--- config.mk ---
export PLATFORM = sky130hd
export DESIGN_NAME = enemy_control
export DESIGN_NICKNAME = d
export VERILOG_FILES = /design/src/rtl/enemy_ctrl_pkg.sv /design/src/rtl/draw_watchdog.sv /design/src/rtl/enemy_control.sv
export SDC_FILE = /design/constraint.sdc
export NUM_CORES = 1
export LEC_CHECK = 0
export CORE_ASPECT_RATIO = 0.8
export CORE_MARGIN = 4
export CORE_UTILIZATION = 45
export CTS_CLUSTER_SIZE = 12
export DETAILED_ROUTE_END_ITERATION = 10
export GPL_TIMING_DRIVEN = 0
export HOLD_SLACK_MARGIN = 0.15
export PLACE_DENSITY = 0.69
export SKIP_LAST_GASP = 1
export SLEW_MARGIN = 20
export SYNTH_ARGS = -nofsm -noshare
export SYNTH_HDL_FRONTEND = slang
export SYNTH_SLANG_ARGS = --single-unit
--- constraint.sdc ---
create_clock -name clock -period 4 [get_ports clock]
set_input_delay 0.6 -clock clock [delete_from_list [all_inputs] [get_ports clock]]
set_output_delay 0.6 -clock clock [all_outputs]
set_load 0.02 [all_outputs]
--- src/rtl/enemy_ctrl_pkg.sv ---
// Shared types and defaults for the enemy sprite sequencing controller.
package enemy_ctrl_pkg;

  typedef enum logic [2:0] {
    S_INIT  = 3'd0,
    S_IDLE  = 3'd1,
    S_GEN   = 3'd2,
    S_COLL  = 3'd3,
    S_APPLY = 3'd4,
    S_DRAW  = 3'd5,
    S_DONE  = 3'd6
  } state_t;

  localparam int MOVE_DIV_DEF     = 4;
  localparam int COLL_LAT_DEF     = 2;
  localparam int DRAW_TIMEOUT_DEF = 1023;
  localparam int DRAW_TW          = 10;
  localparam int SPRITE_PIXELS    = 256;

endpackage

--- src/rtl/draw_watchdog.sv ---
// Cycle timer with clear/enable and terminal-count flag; guards a draw handshake.
module draw_watchdog #(
  parameter int W     = 10,
  parameter int LIMIT = 1023
) (
  input  logic clock,
  input  logic reset,
  input  logic clr,
  input  logic en,
  output logic tc
);

  logic [W-1:0] timer;

  always_ff @(posedge clock) begin
    if (!reset)   timer <= '0;
    else if (clr) timer <= '0;
    else if (en)  timer <= timer + W'(1);
  end

  assign tc = (timer == W'(LIMIT));

endmodule

--- src/rtl/enemy_control.sv ---
// Per-frame sequencer for the enemy sprite engine: move generation, collision
// settle, move apply and a watchdog-guarded draw handshake.
module enemy_control
  import enemy_ctrl_pkg::*;
#(
  parameter int MOVE_DIV     = MOVE_DIV_DEF,
  parameter int COLL_LAT     = COLL_LAT_DEF,
  parameter int DRAW_TIMEOUT = DRAW_TIMEOUT_DEF
) (
  input  logic       clock,
  input  logic       reset,
  input  logic       frame_tick,
  input  logic       pause,
  input  logic       draw_done,
  output logic       init,
  output logic       idle,
  output logic       gen_move,
  output logic       apply_move,
  output logic       draw,
  output logic       busy,
  output logic [7:0] frame_count,
  output logic       draw_timeout_err,
  output logic       tick_overrun
);

  state_t     state, state_nxt;
  logic       out_en;
  logic       go, move_frame, wd_tc;
  logic [7:0] move_cnt;
  logic [3:0] coll_cnt;
  logic       tick_pend;

  assign go         = (frame_tick | tick_pend) & ~pause;
  assign move_frame = (move_cnt == 8'(MOVE_DIV - 1));

  draw_watchdog #(.W(DRAW_TW), .LIMIT(DRAW_TIMEOUT)) u_wd (
    .clock (clock),
    .reset (reset),
    .clr   (state != S_DRAW),
    .en    (state == S_DRAW),
    .tc    (wd_tc)
  );

  always_ff @(posedge clock) begin
    if (!reset) state <= S_INIT;
    else        state <= state_nxt;
  end

  // out_en holds S_INIT for one extra cycle so the init strobe is visible
  // the cycle after reset release while all outputs stay low during reset.
  always_comb begin
    state_nxt  = state;
    init       = 1'b0;
    idle       = 1'b0;
    gen_move   = 1'b0;
    apply_move = 1'b0;
    draw       = 1'b0;
    case (state)
      S_INIT: begin
        init = 1'b1;
        if (out_en) state_nxt = S_IDLE;
      end
      S_IDLE: begin
        idle = 1'b1;
        if (go) state_nxt = move_frame ? S_GEN : S_DRAW;
      end
      S_GEN: begin
        gen_move  = 1'b1;
        state_nxt = S_COLL;
      end
      S_COLL: begin
        if (coll_cnt == 4'(COLL_LAT - 1)) state_nxt = S_APPLY;
      end
      S_APPLY: begin
        apply_move = 1'b1;
        state_nxt  = S_DRAW;
      end
      S_DRAW: begin
        draw = 1'b1;
        if (draw_done || wd_tc) state_nxt = S_DONE;
      end
      S_DONE: begin
        idle = 1'b1;
        if (!draw_done) state_nxt = S_IDLE;
      end
      default: state_nxt = S_INIT;
    endcase
    if (!out_en) begin
      init       = 1'b0;
      idle       = 1'b0;
      gen_move   = 1'b0;
      apply_move = 1'b0;
      draw       = 1'b0;
    end
  end

  assign busy = out_en & (state != S_IDLE);

  always_ff @(posedge clock) begin
    if (!reset) begin
      out_en           <= 1'b0;
      move_cnt         <= 8'd0;
      coll_cnt         <= 4'd0;
      tick_pend        <= 1'b0;
      frame_count      <= 8'd0;
      draw_timeout_err <= 1'b0;
      tick_overrun     <= 1'b0;
    end else begin
      out_en   <= 1'b1;
      coll_cnt <= (state == S_COLL) ? coll_cnt + 4'd1 : 4'd0;
      if (state == S_IDLE) begin
        if (pause) begin
          tick_pend <= 1'b0;
        end else if (go) begin
          tick_pend   <= 1'b0;
          frame_count <= frame_count + 8'd1;
          move_cnt    <= move_frame ? 8'd0 : move_cnt + 8'd1;
        end
      end else if (frame_tick) begin
        if (tick_pend) tick_overrun <= 1'b1;
        else           tick_pend    <= 1'b1;
      end
      // A draw_done landing on the terminal cycle counts as a clean finish.
      if (state == S_DRAW && wd_tc && !draw_done) draw_timeout_err <= 1'b1;
    end
  end

endmodule
==> flow_summary_export.csv, run 1 <==
group,metric,value,unit
cells_and_area,drive_gt1_share,9.009,%
setup_path,crit_path_end_kind,"output port",
synth,yosysWarnings,0,
cells_and_area,final-instance-count-excl-fill,264,
die,io_pins,21,
timing,rsz0062_at_grt,"no",
timing,fmaxAchievable,408.0,MHz
timing,slew_headroom,66.50,%
setup_path,critPathRequiredTime,3.40,ns
setup_path,timing.rr.end,"state[1]",
power_and_ir_drop,leakagePower,0.7606,nW
synth,synth_top_cell_by_area,"dfxtp_1",
grt,grt_max_degree,11,
power_and_ir_drop,ir_drop,0.1513,mV
worst_hold_path,hold_end,"u_wd.timer[0]",
drt,drtPass1Iterations,4,
die,coreArea,0.003566,sq mm
placed_design,post-dp-hpwl,2778,microns
synth,synth_top_area_share,42.59,%
synth,synthTopCellsByArea,"dfxtp_1 (43%), nor2_1 (5.6%), xor2_1 (4.5%)",
drt,wl_per_cell,13.89,microns
timing,final-max-slew-violation-count,0,
placed_design,gp_congestion,0.8502,
clock_network,clk_pin_slew_worst_paths,0.07,ns
grt,gr-total-overflow,0,
clock_network,cts.sinks,37,
cells_and_area,area.growth.synth_to_final,19.14,%
clock_network,clockBufferDepth,2,
die,row_count,19,
clock_network,postCtsSetupRepairBufs,0,
cells_and_area,antenna-diode-count,0,
setup_path,rrSetupSlack,2.19,ns
grt,grt_pass1_wl,6665,microns
timing,min_period,2.451,ns
clock_network,clock-root-buffer,"clkbuf_8",
worst_hold_path,worstHoldStart,"u_wd.timer[0]",
worst_hold_path,hp-class,"flip-flop to flip-flop",
die,die-area,0.004930,sq mm
synth,synth_cell_type_count,41,
synth,ys_seq_area_share,42.59,%
status,status,"finished, final reports clean",
drt,via_per_inst,5.667,
timing,finalCritPeriodShare,61.28,%
cells_and_area,final_net_count,231,
synth,synth_area,0.001739,sq mm
cells_and_area,final_cell_mix,"dfxtp_1 (37), nor2_1 (26), clkdlybuf4s50_1 (20)",
power_and_ir_drop,power,0.7452,mW
timing,final-hold-violation-count,0,
clock_network,cts_resized,0,
grt,grtUsageTotal,16.30,%
clock_network,cts-htree-levels,2,
drt,drc,0,
drt,postRouteAntennaNets,0,
setup_path,r2r_cells,5,
synth,syn_inst,194,
clock_network,numCtsBuffers,5,
grt,antenna_found_initial,0,
cells_and_area,final_common_cell,"dfxtp_1",
timing,skew,0.005200,ns
synth,syn_area_per_cell,8.965,sq um
clock_network,worstSkewPairLatency,0.28,ns
placed_design,io_buffers,20,
timing,worst_pin_slew,0.4991,ns
synth,ys_ff_latch,37,
drt,drt-initial-drc-count,147,
power_and_ir_drop,p_per_area,359.7,mW/mm^2
cells_and_area,n_fill_cell,314,
placed_design,placed_cells,256,
setup_path,arrival,1.85,ns
die,start_util,48.77,%
clock_network,cts_tree,"done",
setup_path,crit_fanout,10,
flow_run,cap_violations,0,
timing,setup_tns,0,ns
die,dieHeight,63.61,microns
die,die_w,77.51,microns
clock_network,hold_buffers,0,
setup_path,startpoint_type,"flip-flop",
drt,vias,1496,
timing,finalSetupViolations,0,
drt,wl,3667,microns
setup_path,critical_path_class,"flip-flop to output port",
grt,grt_pass1_vias,1472,
worst_hold_path,min_path_cells,1,
synth,synth_fp_nets,204,
setup_path,worstReg2RegStart,"u_wd.timer[0]",
power breakdown:
part / switching (mW) / internal [mW]
clock: 0.120 / 0.124
sequential: 0.00622 / 0.378
combinational: 0.0689 / 0.0488
total: 0.195 / 0.550
registers in the layout, summed over array words and instances, names as in the netlist:
register,flops
coll_cnt,4
draw_timeout_err,1
frame_count,8
move_cnt,8
out_en,1
state,3
tick_overrun,1
tick_pend,1
u_wd.timer,10
critical path, stage by stage (launching register included):
cell and delay [ns]:
dfxtp_1 0.31, buf_4 0.17, nor2_1 0.21, nand2_1 0.13, a21oi_1 0.13, clkdlybuf4s50_1 0.62
stage by stage:
step	hold WS (ns)	util, %	area [sq um]	setup WS, ns
floorplan	0.4299	-	1739	2.156
global placement	0.4453	55.86	1992	1.811
detailed placement	0.4660	55.86	1992	1.774
CTS	0.4817	58.11	2072	1.549
global route	0.5324	58.11	2072	1.389
finish	0.4738	58.11	2072	1.549
Yosys cell counts, drive strengths merged:
library cell  instances
xnor2                 7
buf                   7
a41oi                 1
nand2b                2
or3                   8
dfxtp                37
a311oi                1
nor4                  4
nand2                14
nand3b                1
and4                  2
and4bb                1
o32ai                 2
a211o                 1
xor2                  9
nand3                 7
o211ai                1
o21ai                 6
or2                   1
clkbuf                1
inv                   5
nand4                11
a31o                  1
nor2b                 1
a21oi                10
a31oi                 1
a21boi                1
nor4b                 1
ha                    5
and3                  6
mux2i                 4
nor3                  5
a2111oi               2
nor2                 27
a211oi                1
metal layers:
layer  vias to the layer above  GRT usage [%]  routed length [microns]  share of wire (%)
met1                       704          22.77                     1752                 48
met3                         2          4.558                      222                6.1
met2                        42          25.22                     1673                 46
met4                         0          2.889                       18               0.49
met5                         -              0                        0                  0
li1                        748              -                        -                  -
area by class of cell:
cell class / count / area (sq um) / area share (%)
Multi-Input combinational cell: 144 / 928.4 / 44.81
Sequential cell: 37 / 740.7 / 35.75
Timing Repair Buffer: 20 / 200.2 / 9.662
Tap cell: 42 / 52.55 / 2.536
Inverter: 5 / 18.77 / 0.9058
Buffer: 8 / 51.30 / 2.476
Clock buffer: 8 / 80.08 / 3.865
how the worst max path moves through the flow:
stage | to | from | slack (ns)
2_1_floorplan | apply_move | state[2] | 2.16
3_3_place_gp | state[1] | pause | 1.81
3_5_place_dp | move_cnt[4] | frame_tick | 1.77
4_1_cts | apply_move | state[2] | 1.55
5_1_grt | idle | state[2] | 1.39
6_report | idle | state[2] | 1.55
logic make-up (layout without fill, tap and decap cells):
logic type | Yosys count | after routing | synth area share (%)
AOI/OAI and AO/OA | 28 | 28 | 10.86
buffers and inverters | 13 | 41 | 4.029
muxes | 4 | 4 | 2.302
xor gates and xnor gates | 16 | 16 | 8.058
DFF | 37 | 37 | 42.59
adders and majority gates | 5 | 5 | 3.597
and+or+nand+nor | 91 | 91 | 28.56
(Power assumes the default switching activity.)
==> inputs of run 2 (changes only) <==
clock period = 2.31 ns   (was 4 ns; I/O delays follow)
==> run 2 against run 1 <==
Sequential power grew 73%; sequential cell count did not move; global-route usage unchanged; clock skew is essentially flat; routed wire length about the same; critical endpoint is now apply_move; combinational power is 72% higher.
==> flow_summary_export.csv, run 2 (synthesis gave the netlist of run 1 again) <==
group,metric,value,unit
drt,drtPass1Iterations,4,
timing,min_period,2.184,ns
drt,dr_wl_met2,1672,microns
grt,grt_pass1_wl,6665,microns
clock_network,clockBufferDepth,2,
placed_design,io_buffers,20,
clock_network,clock-root-buffer,"clkbuf_8",
timing,final-hold-violation-count,0,
drt,top_layer,"met4",
cells_and_area,final_net_count,231,
cells_and_area,stdcell_area,0.002074,sq mm
clock_network,cts.sinks,37,
drt,wl_met1,1755,microns
die,die-area,0.004930,sq mm
cells_and_area,largest_register_ffs,10,
drt,wl,3670,microns
timing,final-max-slew-violation-count,0,
setup_path,path_cells,"buf_4 -> inv_1 -> nor4_1 -> clkdlybuf4s50_1",
status,status,"finished, final reports clean",
grt,grt_max_degree,11,
die,coreArea,0.003566,sq mm
setup_path,crit_path_end_kind,"output port",
cells_and_area,antenna-diode-count,0,
timing,fmaxAchievable,457.9,MHz
drt,wl_per_cell,13.90,microns
drt,postRouteAntennaNets,0,
placed_design,gp_congestion,0.8502,
timing,slew_headroom,66.50,%
power_and_ir_drop,p_per_area,622.1,mW/mm^2
setup_path,startpoint_type,"flip-flop",
die,row_count,19,
cells_and_area,final_cell_mix,"dfxtp_1 (37), nor2_1 (26), clkdlybuf4s50_1 (19)",
timing,finalSetupViolations,0,
grt,antenna_found_initial,0,
clock_network,cts_tree,"done",
setup_path,arrival,1.84,ns
drt,drc,0,
setup_path,critical_path_class,"flip-flop to output port",
power_and_ir_drop,leakagePower,0.7765,nW
cells_and_area,final_common_cell,"dfxtp_1",
die,start_util,48.77,%
die,die_w,77.51,microns
clock_network,cts-htree-levels,2,
power_and_ir_drop,ir_drop,0.2620,mV
setup_path,critPathRequiredTime,1.96,ns
clock_network,clk_pin_slew_worst_paths,0.07,ns
worst_hold_path,hp-class,"flip-flop to flip-flop",
clock_network,worstSkewPairLatency,0.28,ns
cells_and_area,n_fill_cell,313,
grt,gr-total-overflow,0,
timing,skew,0.005008,ns
grt,grt_pass1_vias,1472,
timing,finalCritPeriodShare,94.55,%
drt,wl_met3,224,microns
timing,worst_pin_slew,0.4991,ns
die,io_pins,21,
cells_and_area,top_regs,"u_wd.timer x10, frame_count x8, move_cnt x8",
cells_and_area,area.growth.synth_to_final,19.28,%
cells_and_area,drive_gt1_share,9.009,%
drt,drt-initial-drc-count,147,
drt,vias,1495,
setup_path,crit_fanout,10,
placed_design,postPlaceCellArea,0.001992,sq mm
clock_network,hold_buffers,0,
die,dieHeight,63.61,microns
flow_run,cap_violations,0,
clock_network,postCtsSetupRepairBufs,0,
clock_network,numCtsBuffers,5,
setup_path,critPathMaxStageDelay,0.65,ns
setup_path,cp_slowest_cell,"clkdlybuf4s50_1",
drt,via_per_inst,5.663,
cells_and_area,top_register,"u_wd.timer",
timing,rsz0062_at_grt,"no",
grt,grtUsageTotal,16.30,%
cells_and_area,final_util,58.18,%
timing,setup_tns,0,ns
placed_design,post-dp-hpwl,2778,microns
run 2: cell count changes in the layout (fill, tap and decap cells not counted), sizes merged:
cell / delta
clkdlybuf4s50: -1
dlymetal6s2s: +1
run 2: timing repair:
item / 4_1_cts / 5_1_grt
resized for setup: 0 / 1
setup endpoints to repair: 0 / 1
endpoints found under the hold margin: 0 / 0
run 2: cell type report:
| class | count | area [sq um] | area share, % |
|---|---|---|---|
| clock buffers | 8 | 80.08 | 3.860 |
| inverters | 5 | 18.77 | 0.9047 |
| flip-flops and latches | 37 | 740.7 | 35.71 |
| well taps | 42 | 52.55 | 2.533 |
| repair buffers | 20 | 202.7 | 9.771 |
| multi-input cells | 144 | 928.4 | 44.75 |
| plain buffers | 8 | 51.30 | 2.473 |
run 2: path summary, 6_finish.rpt:
| path | start | endpoint | slack [ns] | cells past startpoint |
|---|---|---|---|---|
| max | state[2] | apply_move | 0.13 | 4 |
| min | u_wd.timer[0] | u_wd.timer[0] | 0.47 | 1 |
| max reg2reg | u_wd.timer[0] | state[1] | 0.50 | 5 |
| min reg2reg | u_wd.timer[0] | u_wd.timer[0] | 0.47 | 1 |
run 2: critical path: cells and delay by family (launching register included):
kind / cells / cell delay [ns]
DFF: 1 / 0.32
buffers and inverters: 3 / 0.94
and+or+nand+nor: 1 / 0.29
run 2: power by group:
part	leakage [nW]	switching (mW)	internal, mW
logic	0.438	0.119	0.0840
registers	0.299	0.0108	0.654
clock network	0.0395	0.208	0.214
total	0.777	0.338	0.952
run 2: routing by layer:
layer	vias up	track usage (%)
li1	748	-
met1	703	22.77
met2	42	25.22
met3	2	4.558
met4	0	2.889
met5	-	0
run 2: metrics by stage:
step	setup slack (ns)	std cells	hold slack (ns)	total power [mW]
global placement	0.3750	256	0.4453	0.8763
detailed placement	0.3374	256	0.4660	0.8826
CTS	0.1121	264	0.4817	1.303
global route	0.02447	264	0.5324	1.359
floorplan	0.7047	194	0.3742	0.8183
finish	0.1259	264	0.4738	1.291
==> inputs of run 3 (changes only) <==
ABC_CLOCK_PERIOD_IN_PS = 2310   (was default)
CAP_MARGIN = 40   (was default)
CORE_UTILIZATION = 41   (was 45)
PLACE_DENSITY = 0.64   (was 0.69)
==> run 3 against run 2 <==
Cell count rose by 4.5%; core utilization is 4.8 points lower; sequential cell count is the same; hold slack lost 0.0050 ns; clock skew rose by 0.0033 ns; sequential share of layout area decreased by 0.30 points; clock power is 6.4% higher; global-route usage shrank 0.72 points; non-clock buffer count did not move; die area grew 8.6%; clock-buffer cell count fell by 1.
==> flow_summary_export.csv, run 3 (synthesis gave the netlist of run 1 again) <==
group,metric,value,unit
status,status,"finished, final reports clean",
setup_path,crit_fanout,10,
grt,grt_pass1_wl,6348,microns
cells_and_area,multiInputGateArea,928.4,sq um
clock_network,hold_buffers,0,
timing,fin_ws,0.1346,ns
placed_design,io_buffers,20,
cells_and_area,seq_area,742.0,sq um
cells_and_area,stdcell_area,0.002096,sq mm
clock_network,clock-root-buffer,"clkbuf_8",
die,die_w,80.82,microns
timing,final-max-slew-violation-count,0,
placed_design,postPlaceCellArea,0.002008,sq mm
power_and_ir_drop,switching_share,26.09,%
die,io_pins,21,
worst_hold_path,hp-class,"flip-flop to flip-flop",
cells_and_area,top_regs,"u_wd.timer x10, frame_count x8, move_cnt x8",
timing,fmaxAchievable,459.7,MHz
setup_path,crit_start,"state[2]",
worst_hold_path,worstHoldStart,"tick_overrun",
setup_path,startpoint_type,"flip-flop",
cells_and_area,final_cell_mix,"dfxtp_1 (36), nor2_1 (26), clkdlybuf4s50_1 (20)",
die,die-area,0.005354,sq mm
clock_network,cts.sinks,37,
setup_path,critical_path_class,"flip-flop to output port",
cells_and_area,final_common_cell,"dfxtp_1",
clock_network,cts_tree,"done",
drt,drt-initial-drc-count,107,
drt,postRouteAntennaNets,0,
timing,finalSetupViolations,0,
cells_and_area,antenna-diode-count,0,
setup_path,r2r_cells,5,
placed_design,post-dp-hpwl,2659,microns
worst_hold_path,hold_end,"tick_overrun",
flow_run,cap_violations,0,
power_and_ir_drop,power,1.320,mW
cells_and_area,final-instance-count-excl-fill,276,
power_and_ir_drop,clkPwrFrac,34.0,%
die,row_count,20,
clock_network,clockBufferDepth,2,
die,coreArea,0.003929,sq mm
timing,setup_tns,0,ns
drt,drtPass1Iterations,6,
clock_network,numCtsBuffers,5,
grt,grt_pass1_vias,1394,
power_and_ir_drop,switchingPower,0.3444,mW
clock_network,worstSkewPairLatency,0.29,ns
drt,wl_per_cell,13.49,microns
power_and_ir_drop,pwr-share-comb,15.6,%
setup_path,timing.rr.end,"state[1]",
cells_and_area,top_register,"u_wd.timer",
setup_path,arrival,1.83,ns
cells_and_area,largest_register_ffs,10,
power_and_ir_drop,power.internal,0.9755,mW
setup_path,critPathRequiredTime,1.96,ns
power_and_ir_drop,p_per_area,629.8,mW/mm^2
placed_design,placed_cells,269,
drt,vias,1498,
grt,gr-usage-met2,21.62,%
die,start_util,44.27,%
grt,grtUsageTotal,15.58,%
cells_and_area,area.growth.synth_to_final,20.50,%
grt,grt_max_degree,11,
setup_path,worstReg2RegStart,"u_wd.timer[0]",
grt,met1_usage,21.51,%
grt,gr-total-overflow,0,
power_and_ir_drop,leakagePower,0.7659,nW
cells_and_area,drive_gt1_share,9.955,%
clock_network,cts-htree-levels,2,
worst_hold_path,min_path_cells,2,
power_and_ir_drop,ir_drop,0.3127,mV
cells_and_area,final_net_count,231,
drt,wl,3722,microns
timing,rsz0062_at_grt,"no",
drt,via_per_inst,5.428,
power_and_ir_drop,p_seq_share,50.4,%
timing,finalCritPeriodShare,94.17,%
drt,drc,0,
cells_and_area,n_fill_cell,377,
timing,min_period,2.175,ns
setup_path,rrSetupSlack,0.52,ns
setup_path,crit_path_end_kind,"output port",
clock_network,clk_pin_slew_worst_paths,0.07,ns
die,dieHeight,66.26,microns
clock_network,cts_resized,0,
placed_design,dp_slack,0.3613,ns
timing,skew,0.008321,ns
grt,gr-usage-met3,4.496,%
timing,slew_headroom,64.50,%
clock_network,postCtsSetupRepairBufs,0,
grt,grt-busiest-layer,"met2",
timing,worst_pin_slew,0.5325,ns
placed_design,gp_congestion,0.7830,
timing,final-hold-violation-count,0,
grt,antenna_found_initial,0,
-- run 3: cell count changes in the layout (fill, tap and decap cells not counted) --
cell,change
clkbuf_1,-2
clkbuf_8,+1
clkdlybuf4s50_1,+1
dfxtp_1,-1
dfxtp_2,+1
dlymetal6s2s_1,-1
-- run 3: layout make-up --
type | count | share of cell area, %
Multi-Input combinational cell | 144 | 44.30
Sequential cell | 37 | 35.40
Timing Repair Buffer | 20 | 9.552
Clock buffer | 7 | 4.119
Tap cell | 55 | 3.284
Buffer | 8 | 2.448
Inverter | 5 | 0.8955
-- run 3: worst max-delay path, cell delays in order, from the launching register on --
cell and delay [ns]:
dfxtp_1 0.30, buf_4 0.17, nor2_1 0.21, nand2_1 0.12, a21oi_1 0.13, clkdlybuf4s50_1 0.61
-- run 3: worst max-delay path by stage --
stage | endpoint | slack (ns) | cells after the start
floorplan | state[1] | 0.70 | 5
finish | idle | 0.13 | 5
global placement | state[1] | 0.38 | 6
CTS | idle | 0.12 | 5
global route | idle | 0.02 | 5
detailed placement | frame_count[5] | 0.36 | 5
-- run 3: layer usage --
| metal | share of wire, % | vias up |
|---|---|---|
| li1 | - | 751 |
| met1 | 48 | 695 |
| met2 | 42 | 45 |
| met3 | 7.3 | 7 |
| met4 | 1.9 | 0 |
| met5 | 0 | - |
-- run 3: power by group through the flow --
| stage | registers (mW) | logic (mW) | clock network (mW) |
|---|---|---|---|
| after floorplan | 0.681 | 0.137 | 0 |
| after global placement | 0.678 | 0.200 | 0 |
| after detailed placement | 0.679 | 0.203 | 0 |
| after CTS | 0.665 | 0.205 | 0.463 |
| after global routing | 0.667 | 0.225 | 0.490 |
| final | 0.665 | 0.206 | 0.449 |
-- run 3: through the flow --
step	hold slack, ns	util (%)
floorplan	0.3742	-
global placement	0.4443	51.11
detailed placement	0.4617	51.11
CTS	0.4768	53.31
global route	0.5079	53.34
finish	0.4688	53.34
